==> config.mk <==
export PLATFORM = sky130hd
export DESIGN_NAME = spi_target_rx
export DESIGN_NICKNAME = d
export VERILOG_FILES = /design/src/rtl/spi_pkg.sv /design/src/rtl/spi_pin_sync.sv /design/src/rtl/spi_target_rx.sv
export SDC_FILE = /design/constraint.sdc
export NUM_CORES = 1
export LEC_CHECK = 0
export ABC_AREA = 1
export CAP_MARGIN = 20
export CELL_PAD_IN_SITES_DETAIL_PLACEMENT = 2
export CELL_PAD_IN_SITES_GLOBAL_PLACEMENT = 2
export CORE_ASPECT_RATIO = 0.8
export CORE_MARGIN = 2
export CORE_UTILIZATION = 30
export DETAILED_ROUTE_END_ITERATION = 12
export PLACE_DENSITY = 0.8
export SYNTH_ARGS = -nofsm -noshare
export SYNTH_HDL_FRONTEND = slang
export SYNTH_SLANG_ARGS = --single-unit
==> constraint.sdc <==
create_clock -name clk -period 2.1 [get_ports clk]
set_input_delay 0.315 -clock clk [delete_from_list [all_inputs] [get_ports clk]]
set_output_delay 0.315 -clock clk [all_outputs]
set_load 0.02 [all_outputs]
==> src/rtl/spi_pkg.sv <==
// Shared types and constants for the SPI mode-0 target receiver.
package spi_pkg;

    typedef enum logic [1:0] {
        IDLE     = 2'd0,
        SHIFT    = 2'd1,
        COMPLETE = 2'd2
    } state_t;

    localparam int SPI_BITS = 8;
    localparam int CNT_W    = $clog2(SPI_BITS);
    localparam logic [CNT_W-1:0] LAST_BIT = CNT_W'(SPI_BITS - 1);

    // Pin levels seen while the link is idle.
    localparam logic SCLK_IDLE = 1'b0;
    localparam logic CS_N_IDLE = 1'b1;
    localparam logic MOSI_IDLE = 1'b0;
    localparam logic DC_IDLE   = 1'b0;

endpackage

==> src/rtl/spi_pin_sync.sv <==
// Multi-flop synchronizer for an asynchronous pin, with registered edge strobes.
module spi_pin_sync #(
    parameter int   STAGES     = 2,
    parameter logic IDLE_LEVEL = 1'b0
) (
    input  logic clk,
    input  logic reset_n,
    input  logic pin,
    output logic level,
    output logic rise,
    output logic fall
);

    logic [STAGES-1:0] sync;
    logic              prev;

    always_ff @(posedge clk or negedge reset_n) begin
        if (!reset_n) begin
            sync <= {STAGES{IDLE_LEVEL}};
            prev <= IDLE_LEVEL;
            rise <= 1'b0;
            fall <= 1'b0;
        end else begin
            sync <= {sync[STAGES-2:0], pin};
            prev <= sync[STAGES-1];
            rise <= sync[STAGES-1] & ~prev;
            fall <= ~sync[STAGES-1] & prev;
        end
    end

    // level is taken after the edge register so it lines up with the strobes.
    assign level = prev;

endmodule

==> src/rtl/spi_target_rx.sv <==
// SPI mode-0 target: oversampled pins, MSB-first byte capture with D/C tag,
// one-entry holding register and a preloadable MISO return byte.
module spi_target_rx
    import spi_pkg::*;
#(
    parameter int SYNC_STAGES     = 2,
    parameter int MIN_HALF_PERIOD = 4
) (
    input  logic       clk,
    input  logic       reset_n,
    input  logic       spi_clk_in,
    input  logic       spi_mosi_in,
    input  logic       spi_cs_n_in,
    input  logic       lcd_dc_in,
    output logic       spi_miso,
    output logic [7:0] rx_data,
    output logic       rx_dc,
    output logic       rx_valid,
    input  logic       rx_ack,
    output logic       rx_overrun,
    output logic       frame_err,
    input  logic [7:0] tx_data,
    input  logic       tx_load,
    output logic       busy
);

    logic sclk_level, sclk_rise, sclk_fall;
    logic cs_level, cs_rise, cs_fall;
    logic mosi_s, mosi_rise, mosi_fall;
    logic dc_s, dc_rise, dc_fall;

    spi_pin_sync #(.STAGES(SYNC_STAGES), .IDLE_LEVEL(SCLK_IDLE)) u_sclk (
        .clk(clk), .reset_n(reset_n), .pin(spi_clk_in),
        .level(sclk_level), .rise(sclk_rise), .fall(sclk_fall)
    );

    spi_pin_sync #(.STAGES(SYNC_STAGES), .IDLE_LEVEL(CS_N_IDLE)) u_cs (
        .clk(clk), .reset_n(reset_n), .pin(spi_cs_n_in),
        .level(cs_level), .rise(cs_rise), .fall(cs_fall)
    );

    spi_pin_sync #(.STAGES(SYNC_STAGES), .IDLE_LEVEL(MOSI_IDLE)) u_mosi (
        .clk(clk), .reset_n(reset_n), .pin(spi_mosi_in),
        .level(mosi_s), .rise(mosi_rise), .fall(mosi_fall)
    );

    spi_pin_sync #(.STAGES(SYNC_STAGES), .IDLE_LEVEL(DC_IDLE)) u_dc (
        .clk(clk), .reset_n(reset_n), .pin(lcd_dc_in),
        .level(dc_s), .rise(dc_rise), .fall(dc_fall)
    );

    logic unused_sync;
    assign unused_sync = ^{sclk_level, cs_level, mosi_rise, mosi_fall,
                           dc_rise, dc_fall, (MIN_HALF_PERIOD != 0)};

    state_t              state;
    logic [CNT_W-1:0]    bit_cnt;
    logic [SPI_BITS-1:0] rx_shift;
    logic [SPI_BITS-1:0] tx_shift;
    logic [SPI_BITS-1:0] tx_hold;
    logic                dc_cap;
    logic                byte_done;

    always_ff @(posedge clk or negedge reset_n) begin
        if (!reset_n) begin
            state      <= IDLE;
            bit_cnt    <= '0;
            rx_shift   <= '0;
            tx_shift   <= '0;
            tx_hold    <= '0;
            dc_cap     <= 1'b0;
            byte_done  <= 1'b0;
            spi_miso   <= 1'b0;
            rx_data    <= '0;
            rx_dc      <= 1'b0;
            rx_valid   <= 1'b0;
            rx_overrun <= 1'b0;
            frame_err  <= 1'b0;
            busy       <= 1'b0;
        end else begin
            frame_err <= 1'b0;

            if (tx_load)
                tx_hold <= tx_data;

            if (rx_ack && rx_valid)
                rx_valid <= 1'b0;

            case (state)
                IDLE: begin
                    if (cs_fall) begin
                        state     <= SHIFT;
                        bit_cnt   <= '0;
                        tx_shift  <= tx_hold;
                        spi_miso  <= tx_hold[SPI_BITS-1];
                        byte_done <= 1'b0;
                        busy      <= 1'b1;
                    end
                end

                SHIFT: begin
                    if (cs_rise) begin
                        state     <= IDLE;
                        busy      <= 1'b0;
                        spi_miso  <= 1'b0;
                        byte_done <= 1'b0;
                        bit_cnt   <= '0;
                        if (bit_cnt != '0)
                            frame_err <= 1'b1;
                    end else begin
                        if (sclk_rise) begin
                            rx_shift <= {rx_shift[SPI_BITS-2:0], mosi_s};
                            dc_cap   <= dc_s;
                            bit_cnt  <= bit_cnt + 1'b1;
                            if (bit_cnt == LAST_BIT)
                                state <= COMPLETE;
                        end
                        // First falling edge after a finished byte starts the next return byte.
                        if (sclk_fall) begin
                            if (byte_done) begin
                                tx_shift  <= tx_hold;
                                spi_miso  <= tx_hold[SPI_BITS-1];
                                byte_done <= 1'b0;
                            end else begin
                                tx_shift <= {tx_shift[SPI_BITS-2:0], 1'b0};
                                spi_miso <= tx_shift[SPI_BITS-2];
                            end
                        end
                    end
                end

                COMPLETE: begin
                    rx_data   <= rx_shift;
                    rx_dc     <= dc_cap;
                    rx_valid  <= 1'b1;
                    bit_cnt   <= '0;
                    byte_done <= 1'b1;
                    if (rx_valid && !rx_ack)
                        rx_overrun <= 1'b1;
                    if (cs_rise) begin
                        state     <= IDLE;
                        busy      <= 1'b0;
                        spi_miso  <= 1'b0;
                        byte_done <= 1'b0;
                    end else begin
                        state <= SHIFT;
                    end
                end

                default: state <= IDLE;
            endcase
        end
    end

endmodule
==> metrics.md <==
| Metric | Value |
|---|---|
| Status | complete, no violations |
| Critical path's largest stage delay | 410 ps |
| Sw Share | 36.3% |
| Worst setup EP type | flip-flop |
| Post-Syn Area | 2440 um2 |
| Worst EP arrival | 1960 ps |
| Total gr overflow | 0 |
| Tcrit/Tclk final | 80.4% |
| Clk Latency, worst-skew pair | 330 ps |
| Crit path time final | 1690 ps |
| Count leader, synth | nand2_1 |
| Post-DRT Antenna Nets | 0 |
| Pwr Total | 4.01 mW |
| CTS Buffer Depth | 2 |
| Worst path cell trace | inv_1, ha_1, inv_2, nor2_4, nand2_2, inv_2, nand3_1, nand2_1 |
| Critical path class | flip-flop to flip-flop |
| Drt first-iter violations | 48 |
| Power density cells | 1300 nW/um2 |
| CTS tree | yes |
| Overall Global Routing Usage | 14.5% |
| Top FF cell, synth | dfrtp_1 |
| Worst hold endpoint | u_mosi.sync[1] |
| Post-route setup TNS | 0 ps |
| DR vias/cell | 4.39 |
| Least-Margin Pin Slew | 531 ps |
| HP Start | u_mosi.sync[0] |
| N_diodes | 0 |
| Final nets | 321 |
| Clock network power share | 27.1% |
| Max Slew Vio Count | 0 |
| Core area | 7910 um2 |
| Final number of hold-violating endpoints | 0 |
| Vias | 1806 |
| Sequential-to-total area share from yosys stat | 61.6% |
| Max Cap Violations | 0 |
| Rows | 29 |
| CTS buffer count | 9 |
| Hold path cells | 0 |
| Avg Cell Area, Syn | 9.43 um2 |
| Vias in the first global route | 2085 |
| Async SR Flop Fraction | 100% |
| Clk slew on worst S/H paths | 60 ps |
| Number of flops mapped to enable cells by yosys | 0 |
| Hold Crit Class | flip-flop to flip-flop |
| Initial DRT Pass Iterations | 4 |
| Syn Nets | 282 |
| DRC | 0 |
| Setup violators final | 0 |
| Synth unique cells | 19 |
| Pleak | 1.52 nW |
| Crit path launch type | flip-flop |
| Largest net degree at the start of global routing | 25 |
| Net Sw Power | 1.46 mW |
| Synth area leader | dfrtp_1 |
| Hpwl dp | 4230 um |
| Layout cell share with drive strength beyond 1 | 12.5% |
| Port bufs | 29 |
| Pint | 2.55 mW |
| Worst path slowest cell | dfrtp_1 |
| Synth top area share | 58.4% |
| Worst r2r dst | bit_cnt[1] |
| Global placement routability congestion | 0.796 |
| Logic pwr share | 33.0% |
| Top Ports | 30 |
| First-pass GRT wire length | 10100 um |
| Die span in y | 84.7 um |
| Reg2Reg Setup Slack | 410 ps |
| # clock sinks | 60 |
| Placed insts | 394 |
| Htree depth | 3 |
| Peak supply drop | 0.422 mV |
| F_max | 592 MHz |
| FF-to-FF Start | state[1] |
| Cells after Synth | 259 |
| Worst Path Required | 2370 ps |
| RSZ-0062 raised after global routing | no |
| Worst reg2reg path depth | 8 |
| Wire length per cell | 13.6 um |
| YS warnings | 0 |
| Max-slew headroom | 64.6% |
| DIE AREA | 8880 um2 |
| Die X | 105 um |
| Initial Utilization | 30.9% |
| Most used cell along the critical path | inv_2 |
| P&R area growth vs syn | 26.2% |
| Synth area leaders | dfrtp_1 (58%), nand2_1 (15%), inv_1 (4.6%) |
| Critical Path Fanout Max | 12 |
| Setup bufs post-CTS | 0 |
| Clock root buffer | clkbuf_8 |
| Synth Register Bits | 60 |
| Finished Layout Cells | 411 |
| Routed WL | 5580 um |
| Clock skew | 8.02 ps |
| Initial antenna violation count | 0 |
| Part of the power in registers | 39.9% |
| Synth top cells by count | nand2_1 (99), dfrtp_1 (57), inv_1 (30) |
[area by class of cell]
type / instances / area [um2]
Clock buffer: 13 / 169
Clock inverter: 3 / 45.0
Tap cell: 108 / 135
Fill cell: 897 / 4830
Multi-Input combinational cell: 160 / 774
Sequential cell: 60 / 1510
Timing Repair Buffer: 32 / 323
Inverter: 35 / 131
[flip-flops by register name, summed over array words and instances (netlist names), 2 cells and up]
signal,count
u_cs.sync,2
u_dc.sync,2
bit_cnt,3
u_mosi.sync,2
u_sclk.sync,2
tx_shift,7
rx_data,8
rx_shift,8
state,2
tx_hold,8
[stage by stage]
step	hold WS (ps)	area [um2]	utilization (%)	worst slack [ps]
after global placement	320	2860	36.1	491
after floorplan	19.4	2440	-	769
after global routing	364	3080	39.0	250
after detailed placement	322	2860	36.1	395
after CTS	354	3080	39.0	376
final	352	3080	39.0	412
[kinds of logic after synthesis]
logic type / share of synthesized area (%)
AOI/OAI and AO/OA: 7.58
adders and majority gates: 3.59
buffers and inverters: 6.66
DFF: 61.6
and+or+nand+nor: 20.5
[routing by layer]
layer | routed length (um) | GRT usage, % | share of wire, % | vias to the layer above
met3 | 173 | 4.19 | 3.1 | 7
met2 | 2790 | 24.8 | 50 | 25
met1 | 2550 | 17.6 | 46 | 908
li1 | - | - | - | 866
met5 | 0 | 0 | 0 | -
met4 | 72 | 4.73 | 1.3 | 0
[placed cells by master (no fill, tap or decap), types with 2 or more instances in the layout]
master	Yosys	layout
o21ai_0	22	22
nor2_1	9	9
inv_1	30	30
inv_2	5	5
dfrtp_1	57	57
nor2_4	2	2
nand2_2	3	3
clkinvlp_4	0	2
a21oi_1	3	3
ha_1	7	7
o21ai_2	5	5
clkdlybuf4s50_1	0	28
nand3_1	7	7
dfstp_2	3	3
nand2_1	99	99
clkbuf_8	0	12
[critical path, delay by kind of cell, from the launching register on]
| kind | cells | cell delay, ps |
|---|---|---|
| fa+ha+maj | 1 | 250 |
| flops | 1 | 410 |
| buf+inv | 3 | 420 |
| simple gates | 4 | 540 |
[timing repair]
item / 4_1_cts / 5_1_grt
resized for setup: 0 / 0
endpoints found under the hold margin: 18 / 0
hold buffers: 1 / 0
[power groups by stage]
| stage | Sequential, mW | Clock (mW) | Combinational [mW] |
|---|---|---|---|
| 2_1_floorplan | 1.67 | 0 | 0.792 |
| 3_3_place_gp | 1.60 | 0 | 1.26 |
| 3_5_place_dp | 1.62 | 0 | 1.34 |
| 4_1_cts | 1.60 | 1.12 | 1.36 |
| 5_1_grt | 1.63 | 1.17 | 1.54 |
| 6_report | 1.60 | 1.09 | 1.32 |
[worst max path at each step]
stage              from           to  slack [ps]  depth (start not counted)
4_1_cts        state[1]   bit_cnt[1]         380                          8
5_1_grt        state[1]  rx_shift[0]         250                          8
6_report       state[1]   bit_cnt[1]         410                          8
3_3_place_gp   state[1]  rx_shift[4]         490                          8
2_1_floorplan  state[0]  tx_shift[0]         770                          8
3_5_place_dp   state[1]   bit_cnt[1]         400                          8
Power figures use the tool's default switching activity.
